`src/rtl/mcu_bus_transceiver.sv`:
```
// Bidirectional MCU parallel-bus transceiver: synchronizes the async strobe/data into
// system_clock, queues received words in an RX FIFO and drives readback words under a turnaround FSM.
module mcu_bus_transceiver #(
    parameter int DATA_WIDTH    = 8,
    parameter int SYNC_STAGES   = 2,
    parameter int RX_FIFO_DEPTH = 4
) (
    input  logic                  system_clock,
    input  logic                  system_reset_n,
    input  logic                  bus_clock,
    input  logic [DATA_WIDTH-1:0] bus_data_in,
    input  logic                  bus_command_data_in,
    output logic [DATA_WIDTH-1:0] bus_data_out,
    output logic                  bus_command_data_out,
    output logic                  bus_direction,
    output logic                  rx_valid,
    output logic [DATA_WIDTH-1:0] rx_data,
    output logic                  rx_command_data,
    input  logic                  rx_ready,
    input  logic                  tx_valid,
    input  logic [DATA_WIDTH-1:0] tx_data,
    input  logic                  tx_command_data,
    output logic                  tx_ready,
    output logic                  rx_overflow,
    input  logic                  overflow_clear
);

    localparam int AW = $clog2(RX_FIFO_DEPTH);

    typedef struct packed {
        logic                  cmd;
        logic [DATA_WIDTH-1:0] data;
    } word_t;

    typedef enum logic [1:0] {ST_INPUT, ST_DRIVE, ST_DRAIN} state_t;

    state_t                  state;
    logic [SYNC_STAGES-1:0]  strobe_sync;
    word_t [SYNC_STAGES-1:0] word_sync;
    logic                    strobe_prev;
    logic                    strobe_edge;

    word_t                   fifo_mem [RX_FIFO_DEPTH];
    logic [AW:0]             wr_ptr, rd_ptr;
    logic                    fifo_empty, fifo_full;
    logic                    push, pop, drop, tx_accept, in_input;

    // Strobe and word share identical chains so the data is aligned with the edge.
    always_ff @(posedge system_clock or negedge system_reset_n) begin
        if (!system_reset_n) begin
            strobe_sync <= '0;
            word_sync   <= '0;
            strobe_prev <= 1'b0;
        end else begin
            strobe_sync[0] <= bus_clock;
            word_sync[0]   <= word_t'{cmd: bus_command_data_in, data: bus_data_in};
            for (int i = 1; i < SYNC_STAGES; i++) begin
                strobe_sync[i] <= strobe_sync[i-1];
                word_sync[i]   <= word_sync[i-1];
            end
            strobe_prev <= strobe_sync[SYNC_STAGES-1];
        end
    end

    assign strobe_edge = strobe_sync[SYNC_STAGES-1] & ~strobe_prev;

    assign fifo_empty = (wr_ptr == rd_ptr);
    assign fifo_full  = (wr_ptr[AW-1:0] == rd_ptr[AW-1:0]) && (wr_ptr[AW] != rd_ptr[AW]);
    assign in_input   = (state == ST_INPUT);
    assign pop        = rx_ready & ~fifo_empty;
    assign push       = in_input & strobe_edge & (~fifo_full | pop);
    assign drop       = in_input & strobe_edge & fifo_full & ~pop;

    assign rx_valid        = ~fifo_empty;
    assign rx_data         = fifo_mem[rd_ptr[AW-1:0]].data;
    assign rx_command_data = fifo_mem[rd_ptr[AW-1:0]].cmd;

    always_ff @(posedge system_clock or negedge system_reset_n) begin
        if (!system_reset_n) begin
            wr_ptr      <= '0;
            rd_ptr      <= '0;
            rx_overflow <= 1'b0;
            for (int i = 0; i < RX_FIFO_DEPTH; i++) fifo_mem[i] <= '0;
        end else begin
            if (push) begin
                fifo_mem[wr_ptr[AW-1:0]] <= word_sync[SYNC_STAGES-1];
                wr_ptr                   <= wr_ptr + (AW+1)'(1);
            end
            if (pop) rd_ptr <= rd_ptr + (AW+1)'(1);
            if (drop)                rx_overflow <= 1'b1;
            else if (overflow_clear) rx_overflow <= 1'b0;
        end
    end

    // An RX edge always wins over a TX request in INPUT, so pending RX words drain first.
    always_comb begin
        tx_ready = 1'b0;
        case (state)
            ST_INPUT: tx_ready = fifo_empty & ~strobe_edge;
            ST_DRAIN: tx_ready = 1'b1;
            default:  tx_ready = 1'b0;
        endcase
    end

    assign tx_accept = tx_valid & tx_ready;

    always_ff @(posedge system_clock or negedge system_reset_n) begin
        if (!system_reset_n) begin
            state                <= ST_INPUT;
            bus_direction        <= 1'b0;
            bus_data_out         <= '0;
            bus_command_data_out <= 1'b0;
        end else begin
            case (state)
                ST_INPUT: if (tx_accept) begin
                    bus_data_out         <= tx_data;
                    bus_command_data_out <= tx_command_data;
                    bus_direction        <= 1'b1;
                    state                <= ST_DRIVE;
                end
                ST_DRIVE: if (strobe_edge) state <= ST_DRAIN;
                ST_DRAIN: if (tx_accept) begin
                    bus_data_out         <= tx_data;
                    bus_command_data_out <= tx_command_data;
                    state                <= ST_DRIVE;
                end else begin
                    bus_direction <= 1'b0;
                    state         <= ST_INPUT;
                end
                default: begin
                    bus_direction <= 1'b0;
                    state         <= ST_INPUT;
                end
            endcase
        end
    end

endmodule

```
`config.mk`:
```
export PLATFORM = sky130hd
export DESIGN_NAME = mcu_bus_transceiver
export DESIGN_NICKNAME = d
export VERILOG_FILES = /design/src/rtl/mcu_bus_transceiver.sv
export SDC_FILE = /design/constraint.sdc
export NUM_CORES = 1
export LEC_CHECK = 0
export CORE_MARGIN = 3
export CORE_UTILIZATION = 45
export DETAILED_ROUTE_END_ITERATION = 8
export DONT_BUFFER_PORTS = 1
export MAX_ROUTING_LAYER = met4
export PLACE_DENSITY = 0.69
export SLEW_MARGIN = 30
export SYNTH_ARGS = -nofsm -noshare
export SYNTH_HDL_FRONTEND = slang
export SYNTH_SLANG_ARGS = --single-unit
```
`constraint.sdc`:
```
create_clock -name system_clock -period 2.25 [get_ports system_clock]
set_input_delay 0.45 -clock system_clock [delete_from_list [all_inputs] [get_ports system_clock]]
set_output_delay 0.45 -clock system_clock [all_outputs]
set_load 0.01 [all_outputs]
```
Word level (Yosys, flattened, before mapping)
Cells that the tools add are included.
{ "classes": {"addsub": 2, "reduce_logical": 8, "n_lt_le_gt_ge": 3, "n_mux": 16, "n_eq_ne": 8, "bitwise": 17} }
{ "op_table": {"columns": ["cell", "n"], "rows": [
  ["36-bit bitwise mux", 1],
  ["9-bit 2-to-1 mux", 3],
  ["9-bit binary-select mux with 2-bit select", 1],
  ["9-bit demux with 2-bit select", 1],
  ["1-bit bitwise AND", 8],
  ["3-bit by 1-bit adder with 3-bit output, second input constant", 2],
  ["3-bit >= comparator, second input constant", 2],
  ["2-bit != test, second input constant", 3],
  ["1-bit NOT", 6],
  ["2-bit NOT with 3-bit output", 2],
  ["2-bit case mux with 3 select lines", 1],
  ["1-bit 2-to-1 mux", 5],
  ["2-bit 2-to-1 mux", 2],
  ["2-bit AND reduction", 2],
  ["3-bit == test", 1],
  ["3-bit by 1-bit less-than comparator with 1-bit output, second input constant", 1],
  ["1-bit case mux with 3 select lines", 1],
  ["3-bit AND reduction", 1],
  ["2-bit by 1-bit == test with 1-bit output, second input constant", 1],
  ["2-bit == test", 1],
  ["2-bit == test, second input constant", 1],
  ["1-bit logical AND", 2],
  ["2-bit logical NOT", 1],
  ["1-bit case mux with 2 select lines", 1],
  ["other kinds (4)", 4]
]} }
{ "totals": {"reg_bits": 76, "in_bits": 24, "out_inout_bits": 22, "wordCells": 75} }

Depth between registers and ports, before layout
{ "depth": {"depth_word": 8, "ltp_mapped": 5, "ltp_nobuf": 4} }

Worst setup path before layout
No wires, ideal clock.
{ "synth_timing": {"kind": "reg-to-reg", "start": "register wr_ptr[0]", "end": "register bus_command_data_out", "setup_time_ps": 125, "arrival_ps": 1772, "n_path_buf": 1, "stages_incl_launch_ff": 6, "required_time_ps": 2125, "synth_period_minus_slack_ps": 1896, "path_slack_ps": 354, "cell_sequence": "dfrtp_1 > xnor2_1 > nand3b_1 > o31a_1 > buf_2 > mux2_2"} }
{ "synth_between": {"elab_chain_cells": 5} }
{ "synth_lines": {"columns": ["item", "line", "rtl"], "rows": [
  ["from (decl)", "44", "logic [AW:0] wr_ptr, rd_ptr;"],
  ["from (signal assigned)", "87", "wr_ptr <= wr_ptr + (AW+1)'(1);"],
  ["3-bit == test", "67", "assign fifo_empty = (wr_ptr == rd_ptr);"],
  ["1-bit bitwise AND", "99", "ST_INPUT: tx_ready = fifo_empty & ~strobe_edge;"],
  ["1-bit case mux with 2 select lines", "98", "case (state)"],
  ["1-bit bitwise AND", "105", "assign tx_accept = tx_valid & tx_ready;"],
  ["2-bit AND reduction (no source line)", null, null],
  ["to (signal assigned)", "117", "bus_command_data_out <= tx_command_data;"],
  ["to (signal assigned)", "124", "bus_command_data_out <= tx_command_data;"],
  ["to (decl)", "14", "output logic bus_command_data_out,"]
]} }
Every way passes these cells.
A chain may end at the register's enable or synchronous reset.

Final worst setup path
{ "layout_timing": {"start": "register rd_ptr[2]", "end": "output port tx_ready"} }
{ "layout_between": {"elab_chain_cells": 3} }
{ "layout_lines": {"columns": ["item", "line", "rtl"], "rows": [
  ["from (decl)", "44", null],
  ["from (signal assigned)", "89", "if (pop) rd_ptr <= rd_ptr + (AW+1)'(1);"],
  ["3-bit == test", "67", null],
  ["1-bit bitwise AND", "99", null],
  ["1-bit case mux with 2 select lines", "98", null],
  ["to (decl)", "23", "output logic tx_ready,"]
]} }
Every way passes these cells.

==> PnR_summary.wiki <==
{| class="wikitable"
! Metric !! Value
|-
| Count of flip-flops with a built-in enable after synthesis || 0
|-
| Critical path data arrival time || 1730 ps
|-
| First-pass GRT wire length || 8690 um
|-
| Total via count after detailed routing || 1503
|-
| Leakage power total || 1.48 nW
|-
| HPWL after detailed placement || 3640 um
|-
| Final antenna-violating net count || 0
|-
| Total CTS buffers || 9
|-
| Share of layout cells above drive strength 1 || 0.427
|-
| Cell chosen for the clock root || clkbuf_8
|-
| Final setup violation count || 0
|-
| Worst flop-to-flop path startpoint || state[1]$_DFFE_PN0P_
|-
| R2r worst-path depth || 4
|-
| Weighted congestion at the end of routability-driven global placement || 0.762
|-
| Number of port buffers || 0
|-
| Total inserted antenna cells || 0
|-
| Slowest library cell on the worst path || dfrtp_1
|-
| Number of global-route vias before repair || 1719
|-
| Worst setup skew after layout || 6.17 ps
|-
| Data required time of the worst path || 1800 ps
|-
| Initial antenna violation count || 0
|-
| Delay-heaviest family, CP || simple AND/OR/NAND/NOR gates
|-
| Router iterations before antenna repair || 4
|-
| Netlist cell types || 28
|-
| Max-capacitance violation count || 0
|-
| Delay of the slowest cell on the worst path || 410 ps
|-
| Capture instance of the worst register-to-register path || fifo_mem[1]$_DFFE_PN0P_
|-
| CTS Sinks || 76
|-
| Average wire length per cell after detail routing || 19.2 um
|-
| Remaining routing DRC violations || 0
|-
| Clock tree buffer depth || 2
|-
| Layout overhead on the synthesized area || 12.1%
|-
| CTS H-tree lvls || 3
|-
| Number of cells on the critical path || 4
|-
| Worst setup SP type || flop
|-
| Run status || finished, final reports clean
|-
| Area share of the largest cell type after synthesis || 0.639
|-
| Pin count of the biggest net entering global routing || 77
|-
| Total power density per cell area || 1420 mW/mm2
|-
| Mean area per synthesized cell || 16.6 um2
|-
| Net Count, Synth || 208
|-
| Worst hold margin || 137 ps
|-
| CP endpoint kind || output port
|-
| Buffers and inverters on the worst path || 0
|-
| DIE WIDTH || 87.3 um
|-
| Share of synthesized flip-flops with an asynchronous set or reset || 1.00
|-
| Hold Path End || word_sync[2]$_DFF_PN0_
|-
| Filler cell count in the final layout || 491
|-
| Number of placement rows || 28
|-
| Final hold viol count || 0
|-
| Maximum vdd drop || 0.000732 V
|-
| Clock-pin transition on the worst setup and hold timing paths || 70 ps
|-
| Core area || 0.00617 mm2
|-
| Total wire length after detailed routing || 5260 um
|-
| Path type of the worst min-delay path || input port to flop
|-
| Seq/Total Area, Yosys || 0.639
|-
| Hold path start || bus_data_in[2]
|-
| PnR Total Power || 4.75 mW
|-
| Count of warnings emitted by yosys || 0
|-
| Min Clock Period, post-route || 2180 ps
|-
| Remaining global-route overflow || 0
|-
| Crit path cell chain || xor2_1 > nand3b_1 > o21a_1 > nor2_2
|-
| Fin nets || 223
|-
| WHS Path Cells || 0
|-
| Cell types occupying the most area after synthesis || dfrtp_1 64%, mux2_2 17%, mux4_2 6.8%
|-
| Insertion delay of the later-clocked pin in the worst-skew pair || 330 ps
|-
| Number of violations reported at the end of detailed-routing iteration 0 || 83
|-
| Critical Setup Path Class || flop to output port
|-
| Library cell with the largest summed area after synthesis || dfrtp_1
|-
| Crit Path Max Fanout || 7
|-
| Cell area after synthesis || 0.00297 mm2
|-
| Period utilization || 0.969
|-
| Cell count after synthesis || 179
|-
| Flip-flop and latch count after synthesis || 76
|-
| # Post-CTS Setup Buffers || 0
|-
| Primary FF master, synth || dfrtp_1
|-
| Starting density of the core || 0.482
|-
| Die height || 87.3 um
|-
| Vias per inst || 5.49
|-
| Die ar. || 0.00762 mm2
|-
| Number of max-slew violations in the final report || 0
|-
| CTS tree || done
|-
| I/O Pins || 46
|-
| Timing-limited maximum frequency || 459 MHz
|-
| Normalized max-slew margin || 0.708
|-
| Unrepaired setup endpoints after global routing || true
|-
| GR Util All Layers || 0.159
|-
| Worst setup slack for register-to-register paths || 160 ps
|-
| Slew at the pin closest to its max-slew limit || 437 ps
|}
synth_stat cells (2+ instances only):
| cell | number |
|---|---|
| dfrtp_1 | 76 |
| mux2_2 | 46 |
| mux4_2 | 9 |
| inv_1 | 6 |
| xnor2_1 | 6 |
| ha_1 | 5 |
| nand2_2 | 4 |
| nand2_1 | 3 |
| buf_2 | 2 |
| nor2_1 | 2 |
| nor2b_1 | 2 |
| o21ai_0 | 2 |
cell families after synthesis:
family / synth area share
adders and majority gates: 0.0210
AOI/OAI and AO/OA: 0.0282
buffers and inverters: 0.0122
and+or+nand+nor: 0.0362
DFF: 0.639
xor gates and xnor gates: 0.0206
muxes: 0.242
layer usage:
| layer | global-route usage | up-vias | part of all wire |
|---|---|---|---|
| li1 | - | 670 | - |
| met1 | 0.181 | 807 | 0.41 |
| met2 | 0.253 | 22 | 0.55 |
| met3 | 0.0530 | 4 | 0.039 |
| met4 | 0.0753 | 0 | 0.0065 |
| met5 | - | - | 0 |
worst max-delay path by stage:
| stage | from | end | slack [ps] |
|---|---|---|---|
| after CTS | rd_ptr[2]$_DFFE_PN0P_ | tx_ready | 3 |
| after global routing | rd_ptr[2]$_DFFE_PN0P_ | tx_ready | -40 |
| after global placement | state[1]$_DFFE_PN0P_ | fifo_mem[6]$_DFFE_PN0P_ | 220 |
| final | rd_ptr[2]$_DFFE_PN0P_ | tx_ready | 70 |
| after detailed placement | state[1]$_DFFE_PN0P_ | fifo_mem[1]$_DFFE_PN0P_ | 130 |
| after floorplan | wr_ptr[0]$_DFFE_PN0P_ | bus_command_data_out$_DFFE_PN0P_ | 350 |
registers in the layout (all words and copies together), names as in the netlist, 2 cells and up:
signal and cells:
bus_data_out 8, fifo_mem 36, rd_ptr 3, state 2, strobe_sync 2, word_sync 18, wr_ptr 3
where the power goes:
part / switching, mW / internal, mW / leakage, nW / total (mW)
sequential: 0.352 / 1.85 / 0.921 / 2.20
combinational: 0.690 / 0.847 / 0.454 / 1.54
clock: 0.463 / 0.542 / 0.100 / 1.01
total: 1.51 / 3.24 / 1.48 / 4.75
per-stage QoR:
step	utilization	setup WS (ps)	cells	TNS [ps]	instance area [um2]
final	0.541	70.1	274	0	3330
after global routing	0.541	-41.0	274	-41.0	3330
after CTS	0.540	3.46	274	0	3330
after detailed placement	0.501	135	256	0	3090
after global placement	0.501	218	256	0	3090
after floorplan	-	354	179	0	2970
repair_timing:
item	in CTS	in global routing
endpoints found under the setup margin	1	1
gates resized for setup	1	2
pin swaps	1	1
hold buffers	2	0
endpoints found under the hold margin	76	0
cell usage in the layout, fill, tap and decap left out, types with 2 or more instances in the layout:
cell,n
inv_1,6
ha_1,5
buf_4,5
clkbuf_1,2
nand2_1,3
mux4_2,9
clkinv_2,2
nor2b_1,2
o21ai_0,2
xnor2_1,5
clkbuf_8,10
nand2_2,4
dfrtp_1,75
mux2_2,46
layout make-up:
cell class,count,area (um2),share of cell area
sequential,76,1900,0.571
multi-input combinational,94,1050,0.314
clock buffer,12,145,0.0435
tap,75,93.8,0.0281
timing repair buffer,7,75.1,0.0225
clock inverter,4,48.8,0.0146
inverter,6,22.5,0.00675
Power figures use the tool's default switching activity.
